$ cat config.mk
export PLATFORM = sky130hd
export DESIGN_NAME = sd_disk_loader
export DESIGN_NICKNAME = d
export VERILOG_FILES = /design/src/rtl/sd_disk_loader.sv
export SDC_FILE = /design/constraint.sdc
export NUM_CORES = 1
export LEC_CHECK = 0
export CAP_MARGIN = 20
export CORE_AREA = 2 2 90 92
export CTS_CLUSTER_SIZE = 8
export DETAILED_ROUTE_END_ITERATION = 16
export DIE_AREA = 0 0 92 94
export PLACE_DENSITY = 0.85
export SLEW_MARGIN = 20
export SYNTH_ARGS = -nofsm -noshare
export SYNTH_HDL_FRONTEND = slang
export SYNTH_SLANG_ARGS = --single-unit
$ cat constraint.sdc
create_clock -name clk_sys -period 2.8 [get_ports clk_sys]
set_clock_uncertainty 0.2 [all_clocks]
set_input_delay 0.56 -clock clk_sys [delete_from_list [all_inputs] [get_ports clk_sys]]
set_output_delay 0.56 -clock clk_sys [all_outputs]
set_load 0.03 [all_outputs]
$ cat src/rtl/sd_disk_loader.sv
// sd_disk_loader: moves floppy tracks and HDD blocks between the hps_io SD
// interface and the core's track buffer / HDD controller.
//   clk_sys, reset_n       : system clock, async active-low reset
//   img_mounted/readonly/size : hps_io mount strobes and image attributes
//   track                  : floppy head track requested by the drive emulation
//   hdd_sector/read/write  : HDD block number and single-cycle request pulses
//   sd_ack                 : hps_io per-sector transfer acknowledge
//   sd_lba, sd_rd, sd_wr   : SD block address and per-drive requests (bit0 FDD, bit1 HDD)
//   track_sec              : sector index within the track buffer
//   cpu_wait               : CPU stall while a transfer is in flight
//   hdd_mounted/protect    : HDD mount and write-protect status
// Build option: define SD_DISK_HDD_EN to include the HDD path.
module sd_disk_loader #(
  parameter int unsigned SECTORS_PER_TRACK = 13
) (
  input  logic        clk_sys,
  input  logic        reset_n,
  input  logic [1:0]  img_mounted,
  input  logic        img_readonly,
  input  logic [63:0] img_size,
  input  logic [5:0]  track,
  input  logic [15:0] hdd_sector,
  input  logic        hdd_read,
  input  logic        hdd_write,
  input  logic        sd_ack,
  output logic [31:0] sd_lba,
  output logic [1:0]  sd_rd,
  output logic [1:0]  sd_wr,
  output logic [3:0]  track_sec,
  output logic        cpu_wait,
  output logic        hdd_mounted,
  output logic        hdd_protect
);

  localparam logic [3:0]  LAST_SEC = 4'(SECTORS_PER_TRACK - 1);
  localparam logic [31:0] SPT      = 32'(SECTORS_PER_TRACK);

`ifdef SD_DISK_HDD_EN
  typedef enum logic [1:0] {IDLE, FDD_LOAD, HDD_REQ, HDD_DONE} state_t;
`else
  typedef enum logic [1:0] {IDLE, FDD_LOAD} state_t;
`endif

  state_t      state_q, state_d;
  logic [31:0] lba_q, lba_d;
  logic        fdd_rd_q, fdd_rd_d;
  logic [3:0]  tsec_q, tsec_d;
  logic        wait_q, wait_d;
  logic [5:0]  cur_track_q, cur_track_d;
  logic        armed_q, armed_d;
  logic        ack_q;

  logic ack_rise, ack_fall, fdd_trig;
  assign ack_rise = sd_ack & ~ack_q;
  assign ack_fall = ~sd_ack & ack_q;
  // A load is due on a track mismatch or once the floppy mount strobe has dropped.
  assign fdd_trig = (cur_track_q != track) | (armed_q & ~img_mounted[0]);

`ifdef SD_DISK_HDD_EN
  logic hdd_rd_q, hdd_rd_d;
  logic hdd_wr_q, hdd_wr_d;
  logic rd_pend_q, rd_pend_d;
  logic wr_pend_q, wr_pend_d;
  logic serve_wr_q, serve_wr_d;
  logic hdd_mnt_q, hdd_mnt_d;
  logic hdd_prot_q, hdd_prot_d;
  logic rd_clr, wr_clr;

  assign sd_rd       = {hdd_rd_q, fdd_rd_q};
  assign sd_wr       = {hdd_wr_q, 1'b0};
  assign hdd_mounted = hdd_mnt_q;
  assign hdd_protect = hdd_prot_q;
`else
  logic unused_hdd;
  assign unused_hdd  = ^{hdd_sector, hdd_read, hdd_write, img_readonly, img_mounted[1]};
  assign sd_rd       = {1'b0, fdd_rd_q};
  assign sd_wr       = 2'b00;
  assign hdd_mounted = 1'b0;
  assign hdd_protect = 1'b0;
`endif

  assign sd_lba    = lba_q;
  assign track_sec = tsec_q;
  assign cpu_wait  = wait_q;

  // Next-state and next-register values.
  always_comb begin
    state_d     = state_q;
    lba_d       = lba_q;
    fdd_rd_d    = fdd_rd_q;
    tsec_d      = tsec_q;
    wait_d      = wait_q;
    cur_track_d = cur_track_q;
    armed_d     = armed_q | img_mounted[0];
`ifdef SD_DISK_HDD_EN
    hdd_rd_d    = hdd_rd_q;
    hdd_wr_d    = hdd_wr_q;
    serve_wr_d  = serve_wr_q;
    hdd_mnt_d   = hdd_mnt_q;
    hdd_prot_d  = hdd_prot_q;
    rd_clr      = 1'b0;
    wr_clr      = 1'b0;
`endif

    case (state_q)
      IDLE: begin
`ifdef SD_DISK_HDD_EN
        if (rd_pend_q) begin
          lba_d      = {16'h0, hdd_sector};
          hdd_rd_d   = 1'b1;
          wait_d     = 1'b1;
          serve_wr_d = 1'b0;
          state_d    = HDD_REQ;
        end else if (wr_pend_q) begin
          lba_d      = {16'h0, hdd_sector};
          hdd_wr_d   = 1'b1;
          wait_d     = 1'b1;
          serve_wr_d = 1'b1;
          state_d    = HDD_REQ;
        end else
`endif
        if (fdd_trig) begin
          cur_track_d = track;
          // Consumes a pending mount edge; stays armed if the strobe is still high.
          armed_d     = img_mounted[0];
          if (img_size != 64'd0) begin
            lba_d    = 32'(track) * SPT;
            tsec_d   = 4'd0;
            fdd_rd_d = 1'b1;
            wait_d   = 1'b1;
            state_d  = FDD_LOAD;
          end
        end
      end

      FDD_LOAD: begin
        // Request drops at the start of the last sector; finish on its ack fall.
        if (ack_rise) begin
          lba_d = lba_q + 32'd1;
          if (tsec_q >= LAST_SEC) fdd_rd_d = 1'b0;
        end
        if (ack_fall) begin
          tsec_d = tsec_q + 4'd1;
          if (!fdd_rd_q) begin
            wait_d  = 1'b0;
            state_d = IDLE;
          end
        end
      end

`ifdef SD_DISK_HDD_EN
      HDD_REQ: begin
        if (ack_rise) begin
          hdd_rd_d = 1'b0;
          hdd_wr_d = 1'b0;
          rd_clr   = ~serve_wr_q;
          wr_clr   = serve_wr_q;
          state_d  = HDD_DONE;
        end
      end

      HDD_DONE: begin
        if (ack_fall) begin
          wait_d  = 1'b0;
          state_d = IDLE;
        end
      end
`endif

      default: state_d = IDLE;
    endcase

`ifdef SD_DISK_HDD_EN
    // New pulses win over a same-cycle clear so no request is lost.
    rd_pend_d = (rd_pend_q & ~rd_clr) | hdd_read;
    wr_pend_d = (wr_pend_q & ~wr_clr) | hdd_write;
    if (img_mounted[1]) begin
      hdd_mnt_d  = (img_size != 64'd0);
      hdd_prot_d = img_readonly;
    end
`endif
  end

  // State and datapath registers.
  always_ff @(posedge clk_sys or negedge reset_n) begin
    if (!reset_n) begin
      state_q     <= IDLE;
      lba_q       <= 32'd0;
      fdd_rd_q    <= 1'b0;
      tsec_q      <= 4'd0;
      wait_q      <= 1'b0;
      cur_track_q <= 6'd0;
      armed_q     <= 1'b0;
      ack_q       <= 1'b0;
`ifdef SD_DISK_HDD_EN
      hdd_rd_q    <= 1'b0;
      hdd_wr_q    <= 1'b0;
      rd_pend_q   <= 1'b0;
      wr_pend_q   <= 1'b0;
      serve_wr_q  <= 1'b0;
      hdd_mnt_q   <= 1'b0;
      hdd_prot_q  <= 1'b0;
`endif
    end else begin
      state_q     <= state_d;
      lba_q       <= lba_d;
      fdd_rd_q    <= fdd_rd_d;
      tsec_q      <= tsec_d;
      wait_q      <= wait_d;
      cur_track_q <= cur_track_d;
      armed_q     <= armed_d;
      ack_q       <= sd_ack;
`ifdef SD_DISK_HDD_EN
      hdd_rd_q    <= hdd_rd_d;
      hdd_wr_q    <= hdd_wr_d;
      rd_pend_q   <= rd_pend_d;
      wr_pend_q   <= wr_pend_d;
      serve_wr_q  <= serve_wr_d;
      hdd_mnt_q   <= hdd_mnt_d;
      hdd_prot_q  <= hdd_prot_d;
`endif
    end
  end

endmodule

==> impl_metrics.env <==
export IMPL_p_switching_w=0.00127
export IMPL_antenna_found_initial=0
export IMPL_synthArstFlopShare_pct=100
export IMPL_die_area_um2=8650
export IMPL_arrival_ps=2800
export IMPL_die_h_um=94
export IMPL_syn_inst=372
export IMPL_nets=624
export IMPL_layout_worst_path_cycle_share_pct=100
export IMPL_synth_top_family_by_area="simple AND/OR/NAND/NOR gates"
export IMPL_avgSynthCellArea_um2=8.73
export IMPL_io_pins=137
export IMPL_n_fill_cell=633
export IMPL_ir_drop_mv=0.375
export IMPL_slew_viol_final=0
export IMPL_grt_max_degree=47
export IMPL_fin_cells=612
export IMPL_portBuffers=111
export IMPL_p_leak_nw=2.00
export IMPL_synthMuxAreaShare_pct=2.93
export IMPL_cp_required_ps=2790
export IMPL_diodes=0
export IMPL_globalRouteOverflowTotal=0
export IMPL_first_iter_violations=216
export IMPL_power_total_w=0.00299
export IMPL_drive_above_1_share_pct=14.3
export IMPL_period_minus_slack_ps=2810
export IMPL_insertion_delay_ps=300
export IMPL_place_gp_congestion=0.896
export IMPL_fmax_mhz=356
export IMPL_syn2layout_area_growth_pct=48.1
export IMPL_synthFlopType="dfrtp_1"
export IMPL_outcome="complete, but fails checks"
export IMPL_cts_root_buf="clkbuf_8"
export IMPL_netlist_area_um2=3250
export IMPL_synth_distinct_cells=57
export IMPL_hold_buffers=0
export IMPL_cts_clk_slew_worst_paths_ps=90
export IMPL_crit_path_start_kind="input port"
export IMPL_max_stage_delay_ps=500
export IMPL_dpl_cell_count=603
export IMPL_clkSinkCount=46
export IMPL_first_pass_iters=5
export IMPL_numCtsBuffers=5
export IMPL_cp_max_fo=3
export IMPL_p_clk_share_pct=14.9
export IMPL_hold_path_class="input port to async pin"
export IMPL_ff2ff_path_depth=5
export IMPL_ant_nets=0
export IMPL_dp_hpwl_mm=7.69
export IMPL_p_int_w=0.00172
export IMPL_core_um2=7610
export IMPL_synth_edf_count=0
export IMPL_finalWorstSetupSlack_ps=-6.59
export IMPL_h_tree_depth=2
export IMPL_pwr_density_cell_nw_per_um2=621
export IMPL_slew_headroom_pct=60.3
export IMPL_cts_tree="done"
export IMPL_dpl_cell_area_um2=4700
export IMPL_ys_warnings_count=0
export IMPL_setup_viol_count_final=1
export IMPL_dieWidth_um=92
export IMPL_synthSimpleGateAreaFrac_pct=24.5
export IMPL_cap_violations=0
export IMPL_synth_seq_area_share_pct=35.4
export IMPL_synth_fa_ha_area_share_pct=8.78
export IMPL_grt_pass1_wl_mm=16.0
export IMPL_power_frac_comb_pct=51.4
export IMPL_finalHoldViolations=0
export IMPL_path_cells="buf_6 -> ha_4 -> fa_1 -> fa_2 -> a21o_1 -> a21oi_2 -> or4_1 -> o2111ai_1 -> a221o_2"
export IMPL_swShare_pct=42.4
export IMPL_seq_power_share_pct=33.8
export IMPL_slowest_stage="fa_1"
export IMPL_cts_max_path_buffers=2
export IMPL_post_route_cell_area_um2=4810
export IMPL_tightestPinTransition_ps=595
export IMPL_rows=32
export IMPL_synth_compound_gate_area_share_pct=19.8
export IMPL_post_route_util_pct=63.2
export IMPL_criticalPathCategory="input port to register"
export IMPL_wl_mm=9.71
export IMPL_start_util_pct=42.7
export IMPL_violations="negative setup slack"
export IMPL_post_drt_wl_per_cell_um=15.9
export IMPL_vias_per_cell=5.80
export IMPL_synth_xor_area_share_pct=2.43
export IMPL_dr_total_vias=3552
export IMPL_ys_seq_elements=46
export IMPL_post_route_drc_count=0
export IMPL_rsz0062_at_grt="yes"
export IMPL_end_kind="register"
export IMPL_grt_pass1_vias=3404
export IMPL_grt_usage_pct=23.0
-- power groups by stage --
stage                     clock, W  sequential, W  combinational (W)
after detailed placement         0        0.00102            0.00152
after global routing      0.000480        0.00104            0.00167
after floorplan                  0        0.00114           0.000733
final                     0.000444        0.00101            0.00154
after CTS                 0.000453        0.00101            0.00153
after global placement           0        0.00101            0.00148
-- synth_stat cells (7+ instances only) --
| cell type | instances | share of area (%) |
|---|---|---|
| nand4_1 | 11 | 2.1 |
| nand2_1 | 42 | 4.9 |
| nor4_1 | 17 | 3.3 |
| inv_1 | 25 | 2.9 |
| nor2_1 | 25 | 2.9 |
| nor3_1 | 10 | 1.5 |
| dfrtp_1 | 46 | 35 |
| o211ai_1 | 8 | 1.8 |
| nand3_1 | 15 | 2.3 |
| buf_4 | 7 | 1.6 |
| ha_1 | 18 | 6.9 |
| o21ai_0 | 19 | 2.9 |
| clkbuf_1 | 7 | 0.81 |
| a21oi_1 | 12 | 1.8 |
| a31oi_1 | 21 | 4.0 |
-- metal layers --
metal	wire length, um	track usage, %
met3	664	3.53
met2	4950	41.6
met5	0	0
met4	245	8.08
met1	3850	27.8
-- through the flow --
stage	setup WS (ps)	hold WS, ps	TNS (ps)
finish	-6.59	135	-6.59
global route	-61.0	172	-92.5
CTS	1.17	155	0
detailed placement	-839	281	-8690
global placement	-708	265	-7670
floorplan	-64.6	64.4	-64.6
-- cells by family after synthesis --
kind of cell / Yosys count
other cells: 1
mux: 9
flops: 46
fa+ha+maj: 21
compound gates: 94
buf+inv: 44
xor+xnor: 9
simple gates: 148
-- area by class of cell --
| class | count | area, um^2 | area share, % |
|---|---|---|---|
| clock inverter | 2 | 16.3 | 0.338 |
| sequential | 46 | 1150 | 23.9 |
| clock buffer | 6 | 82.6 | 1.72 |
| multi-input combinational | 286 | 1980 | 41.1 |
| tap | 102 | 128 | 2.65 |
| inverter | 25 | 93.8 | 1.95 |
| timing repair buffer | 145 | 1360 | 28.3 |
-- what timing repair did --
item                                    in CTS  in global routing
setup buffers                                1                  0
gates resized for setup                     25                  2
pin swaps                                   12                  2
endpoints found under the setup margin       5                  3
-- worst max-delay path, delay by kind of cell --
| kind | cells | cell delay [ps] |
|---|---|---|
| AOI/OAI and AO/OA | 4 | 840 |
| adders and majority gates | 3 | 1150 |
| buffers and inverters | 1 | 110 |
| and+or+nand+nor | 1 | 150 |
-- registers in the layout, indices dropped and copies added, names as in the netlist --
signal,count
ack_q,1
armed_q,1
cpu_wait,1
cur_track_q,6
fdd_rd_q,1
sd_lba,32
track_sec,4
-- path summary, 6_finish.rpt --
kind / startpoint / to / slack [ps]
setup / recovery: track[2] / sd_lba[9]$_DFFE_PN0P_ / -7
hold / removal: reset_n / sd_lba[19]$_DFFE_PN0P_ / 130
setup reg to reg: sd_lba[2]$_DFFE_PN0P_ / sd_lba[19]$_DFFE_PN0P_ / 480
hold reg to reg: armed_q$_DFF_PN0_ / armed_q$_DFF_PN0_ / 300
max in group asynchronous: reset_n / cur_track_q[5]$_DFFE_PN0P_ / 1860
min in group clk_sys: armed_q$_DFF_PN0_ / armed_q$_DFF_PN0_ / 300
-- cell usage in the layout, fill, tap and decap left out, types with 13 or more instances in the layout --
master,netlist,final
o21ai_0,19,19
nor2_1,25,25
clkdlybuf4s50_1,0,104
nand2_1,42,42
nand3_1,15,15
ha_1,18,13
dfrtp_1,46,46
a31oi_1,21,21
nor4_1,17,17
inv_1,25,23
buf_4,7,33
Note: power is estimated with default switching activity, not from simulation.
